## src/rtl/lifo_arbiter.sv

```systemverilog
// Round-robin arbiter sharing one LIFO stack among NUM_REQ requesters.
// Tracks occupancy itself and answers overflow/underflow without strobing the stack.
module lifo_arbiter #(
    parameter int DATA_WIDTH = 8,
    parameter int DEPTH      = 16,
    parameter int NUM_REQ    = 2
) (
    input  logic                          clk,
    input  logic                          reset,
    input  logic [NUM_REQ-1:0]            req_valid,
    input  logic [NUM_REQ-1:0]            req_pop,
    input  logic [NUM_REQ*DATA_WIDTH-1:0] req_data,
    output logic [NUM_REQ-1:0]            req_ready,
    output logic [NUM_REQ-1:0]            rsp_valid,
    output logic                          rsp_err,
    output logic [DATA_WIDTH-1:0]         rsp_data,
    output logic [$clog2(DEPTH+1)-1:0]    level,
    output logic                          lifo_wr_enable,
    output logic                          lifo_rd_enable,
    output logic [DATA_WIDTH-1:0]         lifo_data_in,
    input  logic [DATA_WIDTH-1:0]         lifo_data_out
);

    localparam int IW = (NUM_REQ > 1) ? $clog2(NUM_REQ) : 1;
    localparam int LW = $clog2(DEPTH + 1);

    typedef enum logic [1:0] {
        IDLE,
        ISSUE,
        WAIT,
        RESP
    } state_t;

    state_t                  r_state;
    logic [IW-1:0]           r_rr;
    logic [IW-1:0]           r_win;
    logic                    r_pop;
    logic [LW-1:0]           r_level;
    logic [NUM_REQ-1:0]      r_rsp_valid;
    logic                    r_rsp_err;
    logic [DATA_WIDTH-1:0]   r_rsp_data;
    logic                    r_wr_en;
    logic                    r_rd_en;
    logic [DATA_WIDTH-1:0]   r_data_in;

    logic                    w_any;
    logic [IW-1:0]           w_win;
    logic [IW-1:0]           w_rr_next;
    logic [NUM_REQ-1:0]      w_grant;
    logic [NUM_REQ-1:0]      w_win_onehot;
    logic [DATA_WIDTH-1:0]   w_push_data;
    logic                    w_win_pop;
    logic                    w_reject;

    // First valid requester at or after the RR pointer, wrapping.
    always_comb begin
        w_any = 1'b0;
        w_win = '0;
        for (int unsigned k = 0; k < NUM_REQ; k++) begin
            if (!w_any && req_valid[(32'(r_rr) + k) % NUM_REQ]) begin
                w_any = 1'b1;
                w_win = IW'((32'(r_rr) + k) % NUM_REQ);
            end
        end
    end

    assign w_rr_next    = IW'((32'(w_win) + 1) % NUM_REQ);
    assign w_grant      = NUM_REQ'(1) << w_win;
    assign w_win_onehot = NUM_REQ'(1) << r_win;
    assign w_push_data  = req_data[w_win*DATA_WIDTH +: DATA_WIDTH];
    assign w_win_pop    = req_pop[w_win];
    assign w_reject     = w_win_pop ? (r_level == '0) : (r_level == LW'(DEPTH));

    assign req_ready      = (r_state == IDLE && w_any && !reset) ? w_grant : '0;
    assign rsp_valid      = r_rsp_valid;
    assign rsp_err        = r_rsp_err;
    assign rsp_data       = r_rsp_data;
    assign level          = r_level;
    assign lifo_wr_enable = r_wr_en;
    assign lifo_rd_enable = r_rd_en;
    assign lifo_data_in   = r_data_in;

    always_ff @(posedge clk or posedge reset) begin
        if (reset) begin
            r_state     <= IDLE;
            r_rr        <= '0;
            r_win       <= '0;
            r_pop       <= 1'b0;
            r_level     <= '0;
            r_rsp_valid <= '0;
            r_rsp_err   <= 1'b0;
            r_rsp_data  <= '0;
            r_wr_en     <= 1'b0;
            r_rd_en     <= 1'b0;
            r_data_in   <= '0;
        end else begin
            case (r_state)
                IDLE: begin
                    if (w_any) begin
                        r_win <= w_win;
                        r_rr  <= w_rr_next;
                        r_pop <= w_win_pop;
                        if (w_reject) begin
                            r_state     <= RESP;
                            r_rsp_valid <= w_grant;
                            r_rsp_err   <= 1'b1;
                            r_rsp_data  <= '0;
                        end else if (w_win_pop) begin
                            r_state <= ISSUE;
                            r_level <= r_level - LW'(1);
                            r_rd_en <= 1'b1;
                        end else begin
                            r_state   <= ISSUE;
                            r_level   <= r_level + LW'(1);
                            r_wr_en   <= 1'b1;
                            r_data_in <= w_push_data;
                        end
                    end
                end
                ISSUE: begin
                    r_wr_en <= 1'b0;
                    r_rd_en <= 1'b0;
                    if (r_pop) begin
                        r_state <= WAIT;
                    end else begin
                        r_state     <= RESP;
                        r_rsp_valid <= w_win_onehot;
                        r_rsp_err   <= 1'b0;
                        r_rsp_data  <= '0;
                    end
                end
                WAIT: begin
                    // Stack output settles the cycle after the rd strobe edge.
                    r_state     <= RESP;
                    r_rsp_valid <= w_win_onehot;
                    r_rsp_err   <= 1'b0;
                    r_rsp_data  <= lifo_data_out;
                end
                RESP: begin
                    r_state     <= IDLE;
                    r_rsp_valid <= '0;
                    r_rsp_err   <= 1'b0;
                    r_rsp_data  <= '0;
                end
                default: r_state <= IDLE;
            endcase
        end
    end

endmodule

```

## config.mk

```make
export PLATFORM = sky130hd
export DESIGN_NAME = lifo_arbiter
export DESIGN_NICKNAME = d
export VERILOG_FILES = /design/src/rtl/lifo_arbiter.sv
export SDC_FILE = /design/constraint.sdc
export NUM_CORES = 1
export LEC_CHECK = 0
export ABC_AREA = 1
export BUFFER_PORTS_ARGS = -buffer_cell sky130_fd_sc_hd__buf_2
export CAP_MARGIN = 20
export CORE_ASPECT_RATIO = 0.6
export CORE_MARGIN = 8
export CORE_UTILIZATION = 25
export CTS_CLUSTER_DIAMETER = 30
export CTS_CLUSTER_SIZE = 16
export DETAILED_ROUTE_END_ITERATION = 16
export MAX_ROUTING_LAYER = met4
export PLACE_DENSITY = 0.5
export SYNTH_ARGS = -nofsm -noshare
export SYNTH_HDL_FRONTEND = slang
export SYNTH_SLANG_ARGS = --single-unit
```

## constraint.sdc

```tcl
create_clock -name clk -period 3.45 [get_ports clk]
set_input_delay 0.1725 -clock clk [delete_from_list [all_inputs] [get_ports clk]]
set_output_delay 0.1725 -clock clk [all_outputs]
set_load 0.005 [all_outputs]
```

=== Word level (Yosys, flattened, before mapping) ===
Index checks and enable logic that the tools add are counted.

* Register bits after elaboration: 31
* Output and inout bits: 28
* Word-level logic and storage cells: 85

* Add/sub/neg operators: 4
* Order comparisons: 3
* Equal/unequal tests: 10
* Shift operators: 3
* Mux-type cells: 37
* Bitwise logic cells: 2
* Reductions and logical operators: 15

{| class="wikitable"
|+ Operator list
! cell !! count
|-
| $pmux W8 S4 || 1
|-
| $mux W8 || 3
|-
| $mux W1 || 21
|-
| $pmux W2 S4 || 2
|-
| $shiftx A16 B5 Y8 || 1
|-
| $mux W2 || 6
|-
| $ne A2 B2 Y1 const B || 6
|-
| $reduce_and A4 Y1 || 3
|-
| $lt A1 B2 Y1 const B || 3
|-
| $reduce_and A3 Y1 || 2
|-
| $add A5 B1 Y5 const B || 1
|-
| $eq A5 B5 Y1 const B || 1
|-
| $logic_not A5 Y1 || 1
|-
| $mux W5 || 1
|-
| $sub A5 B1 Y5 const B || 1
|-
| $eq A2 B2 Y1 const B || 2
|-
| $pmux W1 S2 || 2
|-
| $shl A1 B1 Y2 const A || 2
|-
| $logic_and A1 B1 Y1 || 3
|-
| $pmux W1 S3 || 1
|-
| $add A1 B1 Y1 const B || 2
|-
| $eq A2 B1 Y1 const B || 1
|-
| $logic_not A1 Y1 || 2
|-
| $logic_not A2 Y1 || 1
|-
| 4 further kinds || 5
|}

=== Logic depth before layout (Yosys ltp) ===
* Depth after elaboration: 12
* Mapped depth: 15
* Depth with buffers taken out: 15

=== Worst setup path before layout ===
No wires, ideal clock.

* Path type: register to register
* Start point: register r_rr
* End point: register r_level[4], in the netlist level[4]
* Setup time: 117 ps
* Arrival time: 1,375 ps
* Data required time: 3,333 ps
* Path slack: 1,958 ps
* Cell stages (with the launch flop): 16
* Period minus slack after synthesis: 1,492 ps
* Cells stage by stage: dfrtp_1 inv_2 nand2_4 nand2_4 nand2_1 nand3_1 nand2_1 inv_1 ha_1 inv_1 nand2_1 nand3_1 nand2_1 nand3_1 nand3_1 nand2_1

* Word-level cells in the longest chain between the ends: 11
* Elaborated cells on any way between the ends: 17
* Those cells by class: 1 x add/sub; 12 x mux; 1 x bitwise; 3 x reduce/logical

{| class="wikitable"
|+ RTL lines
! item !! RTL line !! source
|-
| start: declaration || 35 || <nowiki>logic [IW-1:0] r_rr;</nowiki>
|-
| start signal: assignment || 101 || <nowiki>r_rr <= w_rr_next;</nowiki>
|-
| $mux W1 (implied by the code) (2 in series) || 60 || <nowiki>if (!w_any && req_valid[(32'(r_rr) + k) % NUM_REQ]) begin</nowiki>
|-
| $mux W1 || 60 ||
|-
| $logic_not A1 Y1 || 60 ||
|-
| $logic_and A1 B1 Y1 || 60 ||
|-
| $mux W1 || 60 ||
|-
| $mux W1 (implied by the code) (2 in series) || 71 || <nowiki>assign w_win_pop = req_pop[w_win];</nowiki>
|-
| $mux W1 || 72 || <nowiki>assign w_reject = w_win_pop ? (r_level == '0) : (r_level == LW'(DEPTH));</nowiki>
|-
| $not A1 Y1 (no source line) || - ||
|-
| $reduce_and A3 Y1 (no source line) || - ||
|-
| end signal: assignment || 110 || <nowiki>r_level <= r_level - LW'(1);</nowiki>
|-
| end signal: assignment || 114 || <nowiki>r_level <= r_level + LW'(1);</nowiki>
|-
| end: declaration || 38 || <nowiki>logic [LW-1:0] r_level;</nowiki>
|}

Parallel ways exist; a longest one is shown, timed or not. The select of a mux whose other input is x is not followed.
A chain may end at the register's enable or synchronous reset.

=== Final worst setup path ===
* Start point: register r_rr
* End point: output port req_ready[0]

* Word-level cells in the longest chain between the ends: 9
* Elaborated cells on any way between the ends: 15
* Those cells by class: 1 x add/sub; 1 x shift; 9 x mux; 4 x reduce/logical

{| class="wikitable"
|+ RTL lines
! item !! RTL line !! source
|-
| $mux W1 (implied by the code) (2 in series) || 60 ||
|-
| $mux W1 || 60 ||
|-
| $logic_not A1 Y1 || 60 ||
|-
| $logic_and A1 B1 Y1 || 60 ||
|-
| $mux W1 || 60 ||
|-
| $logic_and A1 B1 Y1 (2 in series) || 74 || <nowiki>assign req_ready = (r_state == IDLE && w_any && !reset) ? w_grant : '0;</nowiki>
|-
| $mux W2 * || 74 ||
|-
| end: declaration || 13 || <nowiki>output logic [NUM_REQ-1:0] req_ready,</nowiki>
|}

Every way passes the cells marked *; elsewhere a longest branch is shown, timed or not. The select of a mux whose other input is x is not followed.

==> results.toml <==
[critical_path]
crit_top_cell = "nand2_4"
worst_r2r_path_depth = 9
start_kind = "flip-flop"
slowest_delay_ns = 0.38
cp_top_family = "buffers and inverters"
end_kind = "output pin"
cp_max_fo = 12
arrival_ns = 1.71
critical_path_buf_inv_count = 3
slowest_stage = "dfrtp_1"
reg2reg_from = "r_state[0]"
worstReg2RegEnd = "rsp_data[4]"
cp_cell_sequence = "inv_2 -> nand2_4 -> nand2_4 -> clkinv_1 -> nor3_1 -> buf_2"
worst_ep_required_time_ns = 3.28
worstSetupPathType = "flip-flop to output pin"
reg2reg_setup_slack_ns = 1.60

[global_routing]
antenna_found_initial = 0
grtUsageTotal_pct = 9.95
grt_overflow = 0
grt_pass1_wl_um = 7410
grt_pass1_vias = 1467
grt_start_max_net_pins = 23

[power_and_ir_drop]
pwr-share-seq_pct = 31.1
p_clk_share_pct = 20.3
switching_power_mw = 0.858
p_comb_share_pct = 48.6
ir_worst_vdd_mv = 0.250
p_int_mw = 1.17
p_leak_nw = 1.16
switching_share_pct = 42.2
p_per_area_nw_per_um2 = 912

[drt]
vias = 1517
initialDrtViolationCount = 117
wl_um = 4600
drt-pass1-iter-count = 5
ant_nets = 0
routedWlPerCell_um = 12.8
viasPerCell = 4.23
drt_drc_violations_left = 0

[synth]
yosys_warnings = 0
syn_inst = 210
synth_xor_xnor_area_share_pct = 1.02
synth_seq_area_share_pct = 45.4
synth_nets = 245
ys.flop_type = "dfrtp_1"
synth_compound_area_share_pct = 13.8
synth-simple-area-share_pct = 28.5
ys_ff_latch = 31
synth_fa_ha_area_share_pct = 3.66
syn_area_per_cell_um2 = 8.14
synth_top_family_by_area = "simple AND/OR/NAND/NOR gates"
synth_edf_count = 0
async_flop_share_pct = 100
muxShareOfSynthArea_pct = 0
synth_cell_type_count = 29
syn-cell-area_um2 = 1710

[clock_network]
clkTransAtPathRegs_ns = 0.05
cts_tree = "done"
clkLatencyLatePin_ns = 0.27
cts_made_buffers = 5
clock-sinks = 31
cts_hold_buffers = 0
cts_buffer_depth = 2
post_cts_buffers = 0
cts-root-buf = "clkbuf_16"
cts-resized-gates = 0
htree_num_levels = 2

[cells_and_area]
nets = 306
num-fill-cells = 691
multi_input_area_um2 = 805
area_delta_synth_final_pct = 30.3
regArea_um2 = 776
n_antenna_cell = 0
drive_gt1_share_pct = 32.4

[hold_path]
hold_path.class = "input pin to async pin"

[die]
die_area_um2 = 9830
fp-row-count = 23
initial_core_util_pct = 25.7
ios = 58
die_h_um = 80.1
die_width_um = 123
core_area_um2 = 6650

[timing]
slew_headroom_pct = 55.4
final.min_clock_period_ns = 1.88
slew_violations = 0
hold_viol = 14
worst_clock_skew_ns = 0.00960
rsz0062_at_grt = "false"
layout_worst_path_cycle_share_pct = 54.6
setup_viol = 0
hold_slack_ns = -0.0103
max_freq_mhz = 531
tightest_slew_ns = 0.667
setup_tns_ns = 0

[status]
violations = "negative hold slack"
outcome = "finished, violations left"

[place]
place_congestion = 0.814
post-dp-hpwl_um = 3610
numPortBuffers = 57

[job]
max_cap_violations = 0
## cells by family (layout without fill, tap and decap cells)
logic type,count (synthesis),in the layout
DFF,31,31
and+or+nand+nor,107,107
buffers and inverters,31,93
AOI/OAI and AO/OA,34,34
xor gates and xnor gates,2,2
adders and majority gates,5,5
## synth_stat cells, drive strengths merged, types with 2 or more instances
| master | instances | area, um^2 |
|---|---|---|
| a21oi | 4 | 20.0 |
| a31oi | 8 | 56.3 |
| buf | 5 | 32.5 |
| dfrtp | 31 | 776 |
| ha | 5 | 62.6 |
| inv | 25 | 93.8 |
| nand2 | 65 | 277 |
| nand3 | 21 | 110 |
| nor2 | 18 | 72.6 |
| nor3 | 2 | 21.3 |
| o21ai | 19 | 133 |
| xor2 | 2 | 17.5 |
## placed cells by master (no fill, tap or decap)
cell / n
nor3_4: 1
xor2_1: 2
nor2_2: 2
a21oi_1: 4
o21ai_1: 2
clkbuf_1: 2
clkinv_2: 1
a31oi_1: 7
nand3_1: 20
nor3_1: 1
inv_1: 23
nand2_2: 1
nand3b_1: 1
nand3_2: 1
inv_2: 2
o22ai_1: 1
nand2_4: 4
a31oi_2: 1
buf_2: 57
buf_4: 1
ha_1: 5
nand2_1: 60
clkbuf_16: 5
dfrtp_1: 31
o211ai_2: 1
buf_6: 1
clkinv_1: 1
nor2_1: 16
o21ai_0: 7
o21ai_2: 10
o311ai_0: 1
## power groups by stage
| stage | Combinational, mW | Clock, mW | Sequential [mW] |
|---|---|---|---|
| after floorplan | 0.691 | 0 | 0.632 |
| after global placement | 0.979 | 0 | 0.640 |
| after detailed placement | 0.977 | 0 | 0.636 |
| after CTS | 0.978 | 0.429 | 0.634 |
| after global routing | 1.13 | 0.446 | 0.654 |
| final | 0.987 | 0.412 | 0.632 |
## flip-flops by register name, summed over array words and instances (netlist names), 2 cells and up
signal and count:
r_state 2, lifo_data_in 8, level 5, rsp_valid 2, rsp_data 8
## worst register-to-register path: cells and delay by family, from the launching register on
family / cells / cell delay [ns]
simple gates: 2 / 0.17
flops: 1 / 0.38
compound gates: 2 / 0.32
fa+ha+maj: 1 / 0.26
buf+inv: 4 / 0.62
## stage by stage
stage | worst slack (ns) | cell area, um^2 | util (%) | power, mW | instances
floorplan | 1.96 | 1710 | - | 1.32 | 210
global placement | 1.46 | 2080 | 31.3 | 1.62 | 350
detailed placement | 1.47 | 2080 | 31.3 | 1.61 | 350
CTS | 1.46 | 2220 | 33.4 | 2.04 | 358
global route | 1.34 | 2230 | 33.5 | 2.23 | 359
finish | 1.57 | 2230 | 33.5 | 2.03 | 359
## per-layer routing
layer	part of all wire, %	global-route usage, %	up-vias
met5	0	-	-
met4	0.87	3.63	0
met3	9.2	3.78	2
met2	37	12.1	63
met1	53	14.1	647
li1	-	-	805
## worst max path at each step
stage	start	to	slack [ns]	cells past startpoint
global placement	r_rr	rsp_valid[1]	1.46	10
finish	r_rr	req_ready[0]	1.57	6
global route	r_state[0]	req_ready[1]	1.34	7
CTS	r_rr	rsp_data[4]	1.46	10
detailed placement	r_rr	rsp_valid[1]	1.47	10
floorplan	r_rr	level[4]	1.96	15
## cell type report
| type | instances | area share [%] |
|---|---|---|
| clock buffer | 7 | 5.95 |
| clock inverter | 1 | 0.225 |
| inverter | 26 | 4.38 |
| multi-input combinational | 148 | 36.1 |
| sequential | 31 | 34.8 |
| tap | 87 | 4.88 |
| timing repair buffer | 59 | 13.6 |
Power figures use the tool's default switching activity.
